===== config.mk =====
export PLATFORM = sky130hd
export DESIGN_NAME = servo_seq_ctrl_flat
export DESIGN_NICKNAME = d
export VERILOG_FILES = /design/src/rtl/servo_seq_ctrl_pkg.sv /design/src/rtl/servo_seq_ctrl_if.sv /design/src/rtl/servo_seq_ctrl_debounce.sv /design/src/rtl/servo_seq_ctrl.sv /design/src/flat_wrapper.sv
export SDC_FILE = /design/constraint.sdc
export NUM_CORES = 1
export LEC_CHECK = 0
export BUFFER_PORTS_ARGS = -buffer_cell sky130_fd_sc_hd__buf_4
export CAP_MARGIN = 25
export CORE_MARGIN = 4
export CORE_UTILIZATION = 55
export DETAILED_ROUTE_END_ITERATION = 10
export MAX_ROUTING_LAYER = met4
export PLACE_DENSITY = 0.72
export RECOVER_POWER = 25
export SYNTH_ARGS = -nofsm -noshare
export SYNTH_HDL_FRONTEND = slang
export SYNTH_SLANG_ARGS = --single-unit

===== constraint.sdc =====
create_clock -name clk -period 2.4 [get_ports clk]
set_input_delay 0.36 -clock clk [delete_from_list [all_inputs] [get_ports clk]]
set_output_delay 0.36 -clock clk [all_outputs]
set_load 0.1 [all_outputs]

===== src/rtl/servo_seq_ctrl_pkg.sv =====
// Shared definitions for the servo command path.
// The pulse generator reuses the same selection codes.
//   state_t   : sequencer states
//   SEL_*     : width-select codes driven on sel
//   cnt_width : counter width for a counter that must hold 0..limit-1
package servo_pkg;

    typedef enum logic [1:0] {
        IDLE    = 2'd0,
        POS_MAX = 2'd1,
        POS_MID = 2'd2,
        RETURN  = 2'd3
    } state_t;

    localparam logic [1:0] SEL_1MS   = 2'd0;
    localparam logic [1:0] SEL_2MS   = 2'd1;
    localparam logic [1:0] SEL_1P5MS = 2'd2;

    function automatic int unsigned cnt_width(input int unsigned limit);
        return (limit > 1) ? $clog2(limit) : 1;
    endfunction

endpackage


===== src/rtl/servo_seq_ctrl_if.sv =====
// Command/status bundle between the motor-test logic and servo_seq_ctrl.
//   btn  : raw push button, active high, asynchronous
//   stop : synchronous abort, active high
//   sel  : width select to the pulse generator
//   busy : sequence running
//   done : one-cycle pulse on normal completion
// master = command side, slave = servo_seq_ctrl.
interface servo_seq_ctrl_if;

    logic       btn;
    logic       stop;
    logic [1:0] sel;
    logic       busy;
    logic       done;

    modport master (output btn, stop, input sel, busy, done);
    modport slave  (input btn, stop, output sel, busy, done);

endinterface


===== src/rtl/servo_seq_ctrl_debounce.sv =====
// Button conditioner: two-flop synchronizer plus tick-based stability counter.
//   clk, rst_n : clock, synchronous active-low reset
//   i_btn      : raw button
//   i_tick     : 1 ms tick strobe
//   o_press    : one-cycle pulse on a debounced 0->1 transition
module btn_debounce
    import servo_pkg::*;
#(
    parameter int unsigned DEBOUNCE_MS = 20
) (
    input  logic clk,
    input  logic rst_n,
    input  logic i_btn,
    input  logic i_tick,
    output logic o_press
);

    localparam int unsigned     SW        = cnt_width(DEBOUNCE_MS);
    localparam logic [SW-1:0]   STAB_LAST = SW'(DEBOUNCE_MS - 1);

    logic          r_sync1;
    logic          r_sync2;
    logic          r_level;
    logic          r_press;
    logic [SW-1:0] r_stab;
    logic          w_accept;

    // Accepting on the tick that would take the count to DEBOUNCE_MS keeps
    // the counter inside its own width.
    assign w_accept = (r_sync2 != r_level) && i_tick && (r_stab == STAB_LAST);

    always_ff @(posedge clk) begin
        if (!rst_n) begin
            r_sync1 <= 1'b0;
            r_sync2 <= 1'b0;
            r_level <= 1'b0;
            r_press <= 1'b0;
            r_stab  <= '0;
        end else begin
            r_sync1 <= i_btn;
            r_sync2 <= r_sync1;
            r_press <= w_accept && r_sync2;
            if (r_sync2 == r_level) begin
                r_stab <= '0;
            end else if (i_tick) begin
                if (r_stab == STAB_LAST) begin
                    r_level <= r_sync2;
                    r_stab  <= '0;
                end else begin
                    r_stab <= r_stab + 1'b1;
                end
            end
        end
    end

    assign o_press = r_press;

endmodule


===== src/rtl/servo_seq_ctrl.sv =====
// Servo command sequencer: on each debounced press steps sel through
// 2 ms -> 1.5 ms -> 1 ms, holding each position HOLD_MS ticks.
//   clk, rst_n : clock, synchronous active-low reset
//   bus        : slave side of servo_seq_ctrl_if (btn, stop in; sel, busy, done out)
// Parameters: TICK_DIV clk cycles per tick, DEBOUNCE_MS and HOLD_MS in ticks.
module servo_seq_ctrl
    import servo_pkg::*;
#(
    parameter int unsigned TICK_DIV    = 50000,
    parameter int unsigned DEBOUNCE_MS = 20,
    parameter int unsigned HOLD_MS     = 1000
) (
    input  logic               clk,
    input  logic               rst_n,
    servo_seq_ctrl_if.slave    bus
);

    localparam int unsigned   TW        = cnt_width(TICK_DIV);
    localparam logic [TW-1:0] TICK_LAST = TW'(TICK_DIV - 1);
    localparam int unsigned   HW        = cnt_width(HOLD_MS);
    localparam logic [HW-1:0] HOLD_LAST = HW'(HOLD_MS - 1);

    logic [TW-1:0] r_tick_cnt;
    logic [HW-1:0] r_hold_cnt;
    state_t        r_state;
    state_t        w_state_nxt;
    logic [1:0]    r_sel;
    logic          r_busy;
    logic          r_done;
    logic [1:0]    w_sel_nxt;
    logic          w_busy_nxt;
    logic          w_done_nxt;
    logic          w_tick;
    logic          w_press;
    logic          w_hold_done;

    // Free-running prescaler, never realigned to the sequence.
    assign w_tick = (r_tick_cnt == TICK_LAST);

    always_ff @(posedge clk) begin
        if (!rst_n) begin
            r_tick_cnt <= '0;
        end else if (w_tick) begin
            r_tick_cnt <= '0;
        end else begin
            r_tick_cnt <= r_tick_cnt + 1'b1;
        end
    end

    btn_debounce #(
        .DEBOUNCE_MS (DEBOUNCE_MS)
    ) u_debounce (
        .clk     (clk),
        .rst_n   (rst_n),
        .i_btn   (bus.btn),
        .i_tick  (w_tick),
        .o_press (w_press)
    );

    assign w_hold_done = w_tick && (r_hold_cnt == HOLD_LAST);

    // State register, hold counter and registered outputs.
    always_ff @(posedge clk) begin
        if (!rst_n) begin
            r_state    <= IDLE;
            r_hold_cnt <= '0;
            r_sel      <= SEL_1MS;
            r_busy     <= 1'b0;
            r_done     <= 1'b0;
        end else begin
            r_state <= w_state_nxt;
            r_sel   <= w_sel_nxt;
            r_busy  <= w_busy_nxt;
            r_done  <= w_done_nxt;
            if (w_state_nxt != r_state) begin
                r_hold_cnt <= '0;
            end else if ((r_state != IDLE) && w_tick) begin
                r_hold_cnt <= r_hold_cnt + 1'b1;
            end
        end
    end

    // Next state; stop overrides everything, including a coincident press.
    always_comb begin
        w_state_nxt = r_state;
        if (bus.stop) begin
            w_state_nxt = IDLE;
        end else begin
            case (r_state)
                IDLE:    if (w_press)     w_state_nxt = POS_MAX;
                POS_MAX: if (w_hold_done) w_state_nxt = POS_MID;
                POS_MID: if (w_hold_done) w_state_nxt = RETURN;
                RETURN:  if (w_hold_done) w_state_nxt = IDLE;
                default:                  w_state_nxt = IDLE;
            endcase
        end
    end

    // Outputs decoded from the next state so they land on the same edge.
    always_comb begin
        w_sel_nxt  = SEL_1MS;
        w_busy_nxt = 1'b0;
        w_done_nxt = (r_state == RETURN) && (w_state_nxt == IDLE) && !bus.stop;
        case (w_state_nxt)
            POS_MAX: begin
                w_sel_nxt  = SEL_2MS;
                w_busy_nxt = 1'b1;
            end
            POS_MID: begin
                w_sel_nxt  = SEL_1P5MS;
                w_busy_nxt = 1'b1;
            end
            RETURN: begin
                w_sel_nxt  = SEL_1MS;
                w_busy_nxt = 1'b1;
            end
            default: ;
        endcase
    end

    assign bus.sel  = r_sel;
    assign bus.busy = r_busy;
    assign bus.done = r_done;

endmodule


===== src/flat_wrapper.sv =====
// flat-port wrapper written by rule: the top's interface ports become plain ports
module servo_seq_ctrl_flat import servo_pkg::*;
#(
    parameter int unsigned TICK_DIV    = 50000,
    parameter int unsigned DEBOUNCE_MS = 20,
    parameter int unsigned HOLD_MS     = 1000
)
  (clk, rst_n, bus_btn, bus_stop, bus_sel, bus_busy, bus_done);
  servo_seq_ctrl_if bus_i ();
  input  logic clk;
  input  logic rst_n;
  input wire logic [$bits(bus_i.btn)-1:0] bus_btn;
  input wire logic [$bits(bus_i.stop)-1:0] bus_stop;
  output wire logic [$bits(bus_i.sel)-1:0] bus_sel;
  output wire logic [$bits(bus_i.busy)-1:0] bus_busy;
  output wire logic [$bits(bus_i.done)-1:0] bus_done;
  assign bus_i.btn = bus_btn;
  assign bus_i.stop = bus_stop;
  assign bus_sel = bus_i.sel;
  assign bus_busy = bus_i.busy;
  assign bus_done = bus_i.done;
  servo_seq_ctrl #(.TICK_DIV(TICK_DIV), .DEBOUNCE_MS(DEBOUNCE_MS), .HOLD_MS(HOLD_MS)) u_core (.clk(clk), .rst_n(rst_n), .bus(bus_i));
endmodule

=== After elaboration in Yosys (flattened, before gate mapping) ===
Index checks and enable logic that the tools add are counted.
Widths: inputs -> output; s select.

* Register bits: 41
* Input bits: 4
* Output and inout port bits: 4
* Word-level logic and storage cells: 53

* $add $sub $neg: 3
* Eq/ne operators: 12
* Multiplexer cells: 9
* Bitwise gates (word level): 2
* Reduce and logical (&&, ||, !) cells: 16

{| class="wikitable"
|+ Operators by type and width
! kind !! count
|-
| $add 16x1->16 const B || 1
|-
| $eq 16x16->1 const B || 1
|-
| $add 10x1->10 const B || 1
|-
| $eq 10x10->1 const B || 1
|-
| $mux 2 || 5
|-
| $eq 2x2->1 const B || 4
|-
| $pmux 2 s4 || 1
|-
| $logic_and 1x1->1 || 7
|-
| $reduce_or 2->1 || 3
|-
| $add 5x1->5 const B || 1
|-
| $eq 5x5->1 const B || 1
|-
| $mux 5 || 1
|-
| $eq 2x1->1 const B || 2
|-
| $logic_not 2->1 || 2
|-
| $pmux 2 s2 || 1
|-
| $reduce_and 3->1 || 1
|-
| $reduce_or 3->1 || 1
|-
| $ne 2x2->1 || 1
|-
| $not 1->1 || 2
|-
| $reduce_bool 2->1 || 1
|-
| $eq 1x1->1 || 1
|-
| $logic_not 1->1 || 1
|-
| $mux 1 || 1
|-
| $ne 1x1->1 || 1
|}

=== Longest topological paths before layout ===
Gate-level depths: netlist of run 1.

* Depth after elaboration: 8
* Gate-level depth with buffers: 8
* Gate-level depth less buffers: 5

=== Modules after synthesis ===
Synthesis of run 1 repeated with hierarchy kept, for this count alone.

* Cell total of the unflattened synthesis: 209
* Area, all modules: 1908.1 um^2

{| class="wikitable"
|+ By module, submodules not included
! module !! times used !! cells an instance !! area an instance (um^2) !! sequential area each (um^2)
|-
| servo_seq_ctrl || 1 || 173 || 1521.5 || 640.6
|-
| btn_debounce || 1 || 36 || 386.6 || 180.2
|}

=== Worst setup path before layout of run 1 ===
No wires, ideal clock.

* Kind: register to register
* Start point: reg u_core.r_hold_cnt[0]
* End point: reg u_core.r_hold_cnt[0]
* Setup time: 0.139 ns
* Arrival: 1.668 ns
* Data required time: 2.261 ns
* Path slack: 0.593 ns
* Stages on the path, launching flop included: 7
* Buffers on the path: 1
* Clock period less this slack: 1.807 ns
* Cells stage by stage: dfxtp_1 > ha_1 > nand2_1 > or4_1 > buf_2 > a221oi_4 > a211oi_1

* Longest elaborated chain between the ends: 7
* Elaborated cells between the ends (all ways): 10
* Those cells by class: add/sub: 1; eq/ne: 2; mux: 5; reduce/logical: 2

{| class="wikitable"
|+ Ends and longest elaborated chain
! element !! RTL line !! RTL
|-
| start: declaration || servo_seq_ctrl.sv:24 || <nowiki>logic [HW-1:0] r_hold_cnt;</nowiki>
|-
| start signal: assignment || servo_seq_ctrl.sv:78 || <nowiki>r_hold_cnt <= r_hold_cnt + 1'b1;</nowiki>
|-
| $eq 10x10->1 || servo_seq_ctrl.sv:60 || <nowiki>assign w_hold_done = w_tick && (r_hold_cnt == HOLD_LAST);</nowiki>
|-
| $logic_and 1x1->1 || servo_seq_ctrl.sv:60 ||
|-
| $mux 2, on equally long branches || servo_seq_ctrl.sv:93, servo_seq_ctrl.sv:91, servo_seq_ctrl.sv:92 ||
|-
| $pmux 2 s4 || servo_seq_ctrl.sv:89 || <nowiki>case (r_state)</nowiki>
|-
| $mux 2 || servo_seq_ctrl.sv:86 || <nowiki>if (bus.stop) begin</nowiki>
|-
| $ne 2x2->1 || servo_seq_ctrl.sv:75 || <nowiki>if (w_state_nxt != r_state) begin</nowiki>
|-
| $reduce_or 2->1 (no source line) || n/a ||
|}

Parallel ways exist; a longest one is shown, timed or not.
A chain may end at the register's enable or synchronous reset.

=== Worst setup path in the final report of run 1 ===
* Start point: reg u_core.r_tick_cnt[0]
* End point: reg u_core.r_hold_cnt[6]

* Longest elaborated chain between the ends: 7
* Elaborated cells between the ends (all ways): 10
* Those cells by class: eq/ne: 2; mux: 5; reduce/logical: 3

{| class="wikitable"
|+ Ends and longest elaborated chain
! element !! RTL line !! RTL
|-
| start: declaration || servo_seq_ctrl.sv:23 || <nowiki>logic [TW-1:0] r_tick_cnt;</nowiki>
|-
| start signal: assignment || servo_seq_ctrl.sv:46 || <nowiki>r_tick_cnt <= r_tick_cnt + 1'b1;</nowiki>
|-
| $eq 16x16->1 * || servo_seq_ctrl.sv:38 || <nowiki>assign w_tick = (r_tick_cnt == TICK_LAST);</nowiki>
|-
| $logic_and 1x1->1 || servo_seq_ctrl.sv:60 ||
|-
| $mux 2, on equally long branches || servo_seq_ctrl.sv:93, servo_seq_ctrl.sv:91, servo_seq_ctrl.sv:92 ||
|-
| $pmux 2 s4 || servo_seq_ctrl.sv:89 ||
|-
| $mux 2 || servo_seq_ctrl.sv:86 ||
|-
| $ne 2x2->1 || servo_seq_ctrl.sv:75 ||
|-
| $reduce_or 2->1 (no source line) || n/a ||
|}

Mark *: on every way between the ends. The rest lies on a longest branch, timed or not.

==> flow_metrics.tcl, run 1 <==
set metrics [dict create \
    worstHoldStart "bus_btn" \
    crit_family "simple AND/OR/NAND/NOR gates" \
    crit_path_end_kind "register" \
    cellPowerDensity_mw_per_mm2 513.6 \
    avgSynthCellArea_sq_um 8.803 \
    slowest_delay_ps 560 \
    ys_async_sr_fraction_pct 0 \
    final_common_cell "dfxtp_1" \
    grt_antenna_before_repair 0 \
    multi_input_area_sq_mm 0.001081 \
    layout-drive-gt1-share_pct 6.957 \
    hold_class "in2reg" \
    fin_tns_setup_ps 0 \
    grt_pass1_wl_mm 7.065 \
    post_cts_buffers 0 \
    htree_num_levels 2 \
    drv_slew 0 \
    relSlewSlack_pct 22.22 \
    skew_ps 15.81 \
    worstSetupPathType "reg2reg" \
    ys_ff_latch 41 \
    start_util_pct 57.92 \
    fin_crit_ps 2165 \
    syn_nets 230 \
    antenna_left 0 \
    cts.sinks 41 \
    clk_pin_slew_ps 110 \
    row_count 21 \
    die_y_um 67.75 \
    yosys_warnings 0 \
    routed_via_density 6.069 \
    startpoint_type "register" \
    core_sq_mm 0.003390 \
    syn_inst 223 \
    synth-edff-count 0 \
    grt_pass1_vias 1592 \
    io_pins 8 \
    syn-cell-area_sq_mm 0.001963 \
    r2r-end "u_core.r_hold_cnt[6]" \
    hold_viol_final 0 \
    drt-initial-drc-count 178 \
    seqCellArea_sq_um 820.8 \
    reg2reg_slack_ps 240 \
    setup_viol 0 \
    holdPathStages 2 \
    nets 237 \
    place_congestion 0.8411 \
    clock_latency_ps 350 \
    grt_max_degree 24 \
    fillers 323 \
    die_w_um 67.75 \
    max_freq_ghz 0.4619 \
    num_antenna_cells 0 \
    portBuffers 7 \
    grt_setup_unrepaired "no" \
    clock_path_buffers 2 \
    cp_cell_sequence "ha_1, and3_1, nand4_4, or4_1, a211oi_1" \
    power_mw 1.067 \
    cts-buffers-inserted 5 \
    cpMaxStageDelayCell "or4_1" \
    synth-seq-area-share_pct 41.81 \
    p_leak_nw 0.6058 \
    cts_tree "yes" \
    place_hpwl_mm 2.882 \
    grt_usage_pct 21.04 \
    cts_root_buf "clkbuf_4" \
    ys_types 39 \
    wl_per_cell_um 15.02 \
    cap_violations 0 \
    ir_worst_vdd_v 0.0003425 \
    ys.flop_type "dfxtp_1" \
    grt-ovfl-total 0 \
    area.growth.synth_to_final_pct 5.863 \
    r2r-start "u_core.r_tick_cnt[0]" \
    first_pass_iters 4 \
    r2r_cells 5 \
    finalWirelength_mm 4.145 \
    vias 1675 \
    layout_common_cells "dfxtp_1 (41), nor2_1 (22), nand2_1 (14), o21ai_0 (14), nand3_1 (13)" \
    fin_crit_sh_pct 90.20 \
    hold_end "u_core.u_debounce.r_sync1" \
    crit_path_max_fanout 12 \
    path_buf_inv 0 \
    cts_resized 0 \
    status "complete, no violations" \
    dieArea_sq_mm 0.004589 \
    cp.required_ps 2650 \
    tightest_slew_ps 1172 \
    drc_errors 0 \
    cp.arrival_ps 2410 \
]
worst max path at each step:
stage                    startpoint                     endpoint  slack [ps]  cells past startpoint
3_5_place_dp   u_core.r_tick_cnt[0]  u_core.u_debounce.r_stab[2]         210                      6
3_3_place_gp   u_core.r_tick_cnt[0]  u_core.u_debounce.r_stab[2]         330                      6
6_report       u_core.r_tick_cnt[0]         u_core.r_hold_cnt[6]         240                      5
5_1_grt        u_core.r_tick_cnt[0]         u_core.r_hold_cnt[6]          80                      5
4_1_cts        u_core.r_tick_cnt[0]         u_core.r_hold_cnt[6]         170                      5
2_1_floorplan  u_core.r_hold_cnt[0]         u_core.r_hold_cnt[0]         590                      6
registers in the layout, indices dropped and copies added, names as in the netlist:
register	count
u_core.r_hold_cnt	10
u_core.bus.busy	1
u_core.u_debounce.r_sync2	1
u_core.u_debounce.r_stab	5
u_core.u_debounce.o_press	1
u_core.r_state	2
u_core.u_debounce.r_sync1	1
u_core.r_tick_cnt	16
u_core.bus.done	1
u_core.u_debounce.r_level	1
u_core.bus.sel	2
timing repair:
item / in CTS / in global routing
endpoints found under the setup margin: 0 / 1
hold endpoints to repair: 0 / 0
hold buffers: 0 / 0
synth_stat cells, types with 2 or more instances:
library cell  instances  share of area (%)
nor2b_1               2               0.64
inv_1                 6                1.1
clkbuf_1              2               0.38
nand3_1              13                3.3
xor2_1                3                1.3
nor2_1               22                4.2
buf_2                 6                1.5
and2_1                2               0.64
and3_1                2               0.64
xnor2_1              12                5.4
or3_1                 9                2.9
o21ai_0              14                3.6
o31ai_1               3                1.1
nor4_1                6                1.9
nor3_1                8                2.0
nand3b_1              4                1.5
ha_1                  3                1.9
and4bb_2              2                1.3
nand2_1              14                2.7
nand2b_1              2               0.64
dfxtp_1              41                 42
a211oi_1             11                4.2
a21oi_1               6                1.5
or4_1                 7                2.7
nand4_1               9                2.9
cell families after synthesis:
logic type / after synthesis / share of synthesized area [%]
XOR/XNOR: 15 / 6.692
buffers and inverters: 15 / 3.442
AO/OA/AOI/OAI: 40 / 13.90
AND/OR/NAND/NOR: 109 / 32.25
flip-flops: 41 / 41.81
adder cells (fa/ha/maj): 3 / 1.912
power by group:
group / leakage (nW) / total [mW] / switching [mW] / internal, mW
logic: 0.243 / 0.0261 / 0.0171 / 0.00904
registers: 0.331 / 0.691 / 0.00510 / 0.686
clock network: 0.0314 / 0.350 / 0.212 / 0.138
cell type report:
type / count / share of cell area, %
Sequential cell: 41 / 39.49
Multi-Input combinational cell: 168 / 52.02
Timing Repair Buffer: 8 / 1.987
Clock buffer: 7 / 2.649
Tap cell: 46 / 2.769
Inverter: 6 / 1.084
routing by layer:
| layer | wire length (um) | global-route usage (%) |
|---|---|---|
| met2 | 1980 | 32.81 |
| met5 | 0 | - |
| met4 | 63 | 10.63 |
| met1 | 1856 | 25.59 |
| met3 | 245 | 4.326 |
per-stage QoR:
stage	instances	worst slack, ps	instance area, sq um	utilization, %	hold slack [ps]
final	276	235.2	2078	61.31	218.2
after global routing	276	79.25	2078	61.31	200.5
after CTS	275	171.3	2091	61.68	208.3
after detailed placement	268	205.4	2036	60.06	443.4
after global placement	268	328.8	2036	60.06	414.1
after floorplan	223	592.7	1963	-	411.9
Power figures use the tool's default switching activity.
==> run 2: changes to the inputs <==
--- a/config.mk
+++ b/config.mk
@@ -6,13 +6,14 @@
 export NUM_CORES = 1
 export LEC_CHECK = 0
 export BUFFER_PORTS_ARGS = -buffer_cell sky130_fd_sc_hd__buf_4
-export CAP_MARGIN = 25
+export CAP_MARGIN = 20
 export CORE_MARGIN = 4
 export CORE_UTILIZATION = 55
 export DETAILED_ROUTE_END_ITERATION = 10
 export MAX_ROUTING_LAYER = met4
 export PLACE_DENSITY = 0.72
 export RECOVER_POWER = 25
+export REMOVE_ABC_BUFFERS = 1
 export SYNTH_ARGS = -nofsm -noshare
 export SYNTH_HDL_FRONTEND = slang
 export SYNTH_SLANG_ARGS = --single-unit
==> constraint.sdc (replaced) <==
create_clock -name clk -period 2.8 [get_ports clk]
set_input_delay 0.42 -clock clk [delete_from_list [all_inputs] [get_ports clk]]
set_output_delay 0.42 -clock clk [all_outputs]
set_load 0.1 [all_outputs]
==> run 2 against run 1 <==
  * Setup slack better by 230 ps
  * Utilization down 0.52 points
  * Wire length down 5.4%
  * Final cell count down 0.36%
  * Hold slack better by 54 ps
  * Non-clock buffer count down 1
  * Clock power down 18%
  * Sequential share of layout area up 0.34 points
  * First-iteration DRC count down 40%
  * Sequential power down 14%
  * Register-to-register slack better by 230 ps
  * Via count about the same
==> flow_metrics.tcl, run 2 (synthesis results as in run 1) <==
set metrics [dict create \
    cts_root_buf "clkbuf_4" \
    cts-buffers-inserted 5 \
    dp.cells 267 \
    status "complete, no violations" \
    cp-startpoint "u_core.r_tick_cnt[0]" \
    die_w_um 67.75 \
    cellPowerDensity_mw_per_mm2 437.0 \
    fin_crit_ps 2334 \
    fin_crit_sh_pct 83.34 \
    tightest_slew_ps 1169 \
    drv_slew 0 \
    hold_end "u_core.u_debounce.r_sync1" \
    cts.sinks 41 \
    crit_path_end_kind "register" \
    power_mw 0.9006 \
    clock_latency_ps 350 \
    post_cts_buffers 0 \
    io_pins 8 \
    drt-met1-wl_mm 1.898 \
    core_sq_mm 0.003390 \
    clk_pin_slew_ps 120 \
    wl_met3_um 150 \
    layout-drive-gt1-share_pct 6.987 \
    grt_usage_pct 19.94 \
    first_pass_iters 4 \
    worstSetupPathType "reg2reg" \
    r2r-end "u_core.r_hold_cnt[3]" \
    max_freq_ghz 0.4285 \
    antenna_left 0 \
    grt_setup_unrepaired "no" \
    portBuffers 7 \
    postCtsHoldBufs 0 \
    top_register "u_core.r_tick_cnt" \
    relSlewSlack_pct 22.42 \
    finalWirelength_mm 3.923 \
    routed_via_density 6.095 \
    hold_viol_final 0 \
    grt_max_degree 35 \
    place_congestion 0.8333 \
    wl_per_cell_um 14.27 \
    largest_register_ffs 16 \
    r2r-start "u_core.r_tick_cnt[0]" \
    dieArea_sq_mm 0.004589 \
    reg2reg_slack_ps 470 \
    ir_worst_vdd_v 0.0003531 \
    fin_tns_setup_ps 0 \
    fin_util_pct 60.80 \
    place_hpwl_mm 2.709 \
    cap_violations 0 \
    nets 235 \
    grt_pass1_wl_mm 6.741 \
    drt-initial-drc-count 106 \
    grt_pass1_vias 1544 \
    drc_errors 0 \
    grt-ovfl-total 0 \
    cp.required_ps 3070 \
    setup_viol 0 \
    final_common_cell "dfxtp_1" \
    worstHoldStart "bus_btn" \
    p_leak_nw 0.6023 \
    cts_tree "yes" \
    highest_layer "met4" \
    layout_common_cells "dfxtp_1 (41), nor2_1 (22), nand2_1 (14), o21ai_0 (14), nand3_1 (13)" \
    vias 1676 \
    row_count 21 \
    num_antenna_cells 0 \
    fillers 299 \
    cts_resized 0 \
    grt_antenna_before_repair 0 \
    htree_num_levels 2 \
    route.met2.wl_mm 1.803 \
    r2r_cells 5 \
    hold_class "in2reg" \
    die_y_um 67.75 \
    area.growth.synth_to_final_pct 4.971 \
    clock_path_buffers 2 \
    stdcell_count 275 \
    cp.arrival_ps 2600 \
    holdPathStages 2 \
    start_util_pct 57.92 \
    top_regs "u_core.r_tick_cnt: 16 flops, u_core.r_hold_cnt: 10 flops, u_core.u_debounce.r_stab: 5 flops" \
    whs_ps 272.2 \
    skew_ps 7.819 \
    crit_path_max_fanout 34 \
    startpoint_type "register" \
]
==> run 2: final cells by class <==
cell class / instances / area, sq um / area share, %
sequential: 41 / 820.8 / 39.83
clock buffer: 6 / 41.29 / 2.004
multi-input combinational: 167 / 1075 / 52.16
tap: 46 / 57.56 / 2.793
inverter: 6 / 22.52 / 1.093
clock inverter: 2 / 10.01 / 0.4857
timing repair buffer: 7 / 33.78 / 1.639
==> run 2: how the worst max path moves through the flow <==
stage                                 to  depth (start not counted)
finish              u_core.r_hold_cnt[3]                          5
global route        u_core.r_hold_cnt[3]                          5
CTS                 u_core.r_hold_cnt[3]                          5
detailed placement  u_core.r_hold_cnt[3]                          5
global placement    u_core.r_hold_cnt[6]                          5
floorplan           u_core.r_hold_cnt[3]                          5
==> run 2: per-layer routing <==
layer / GRT usage [%] / up-vias
met3: 4.992 / 9
met2: 31.11 / 34
li1: - / 832
met4: 7.848 / 0
met1: 24.59 / 801
met5: - / -
==> run 2: metrics by stage <==
| step | worst slack [ps] | cell area (sq um) |
|---|---|---|
| 5_1_grt | 338.1 | 2061 |
| 6_report | 466.5 | 2061 |
| 3_5_place_dp | 532.9 | 2028 |
| 3_3_place_gp | 671.4 | 2028 |
| 4_1_cts | 470.1 | 2079 |
| 2_1_floorplan | 828.5 | 1918 |
==> run 2: worst max-delay path, cell delays in order, from the launching register on <==
cell      delay (ps)
dfxtp_1          400
ha_1             240
and3_1           300
nand4_4          410
or4_1            630
a211oi_1         260
==> run 2: report_power, final <==
group / total [mW] / switching, mW / internal, mW
logic: 0.0220 / 0.0142 / 0.00788
registers: 0.593 / 0.00448 / 0.588
clock network: 0.286 / 0.190 / 0.0958
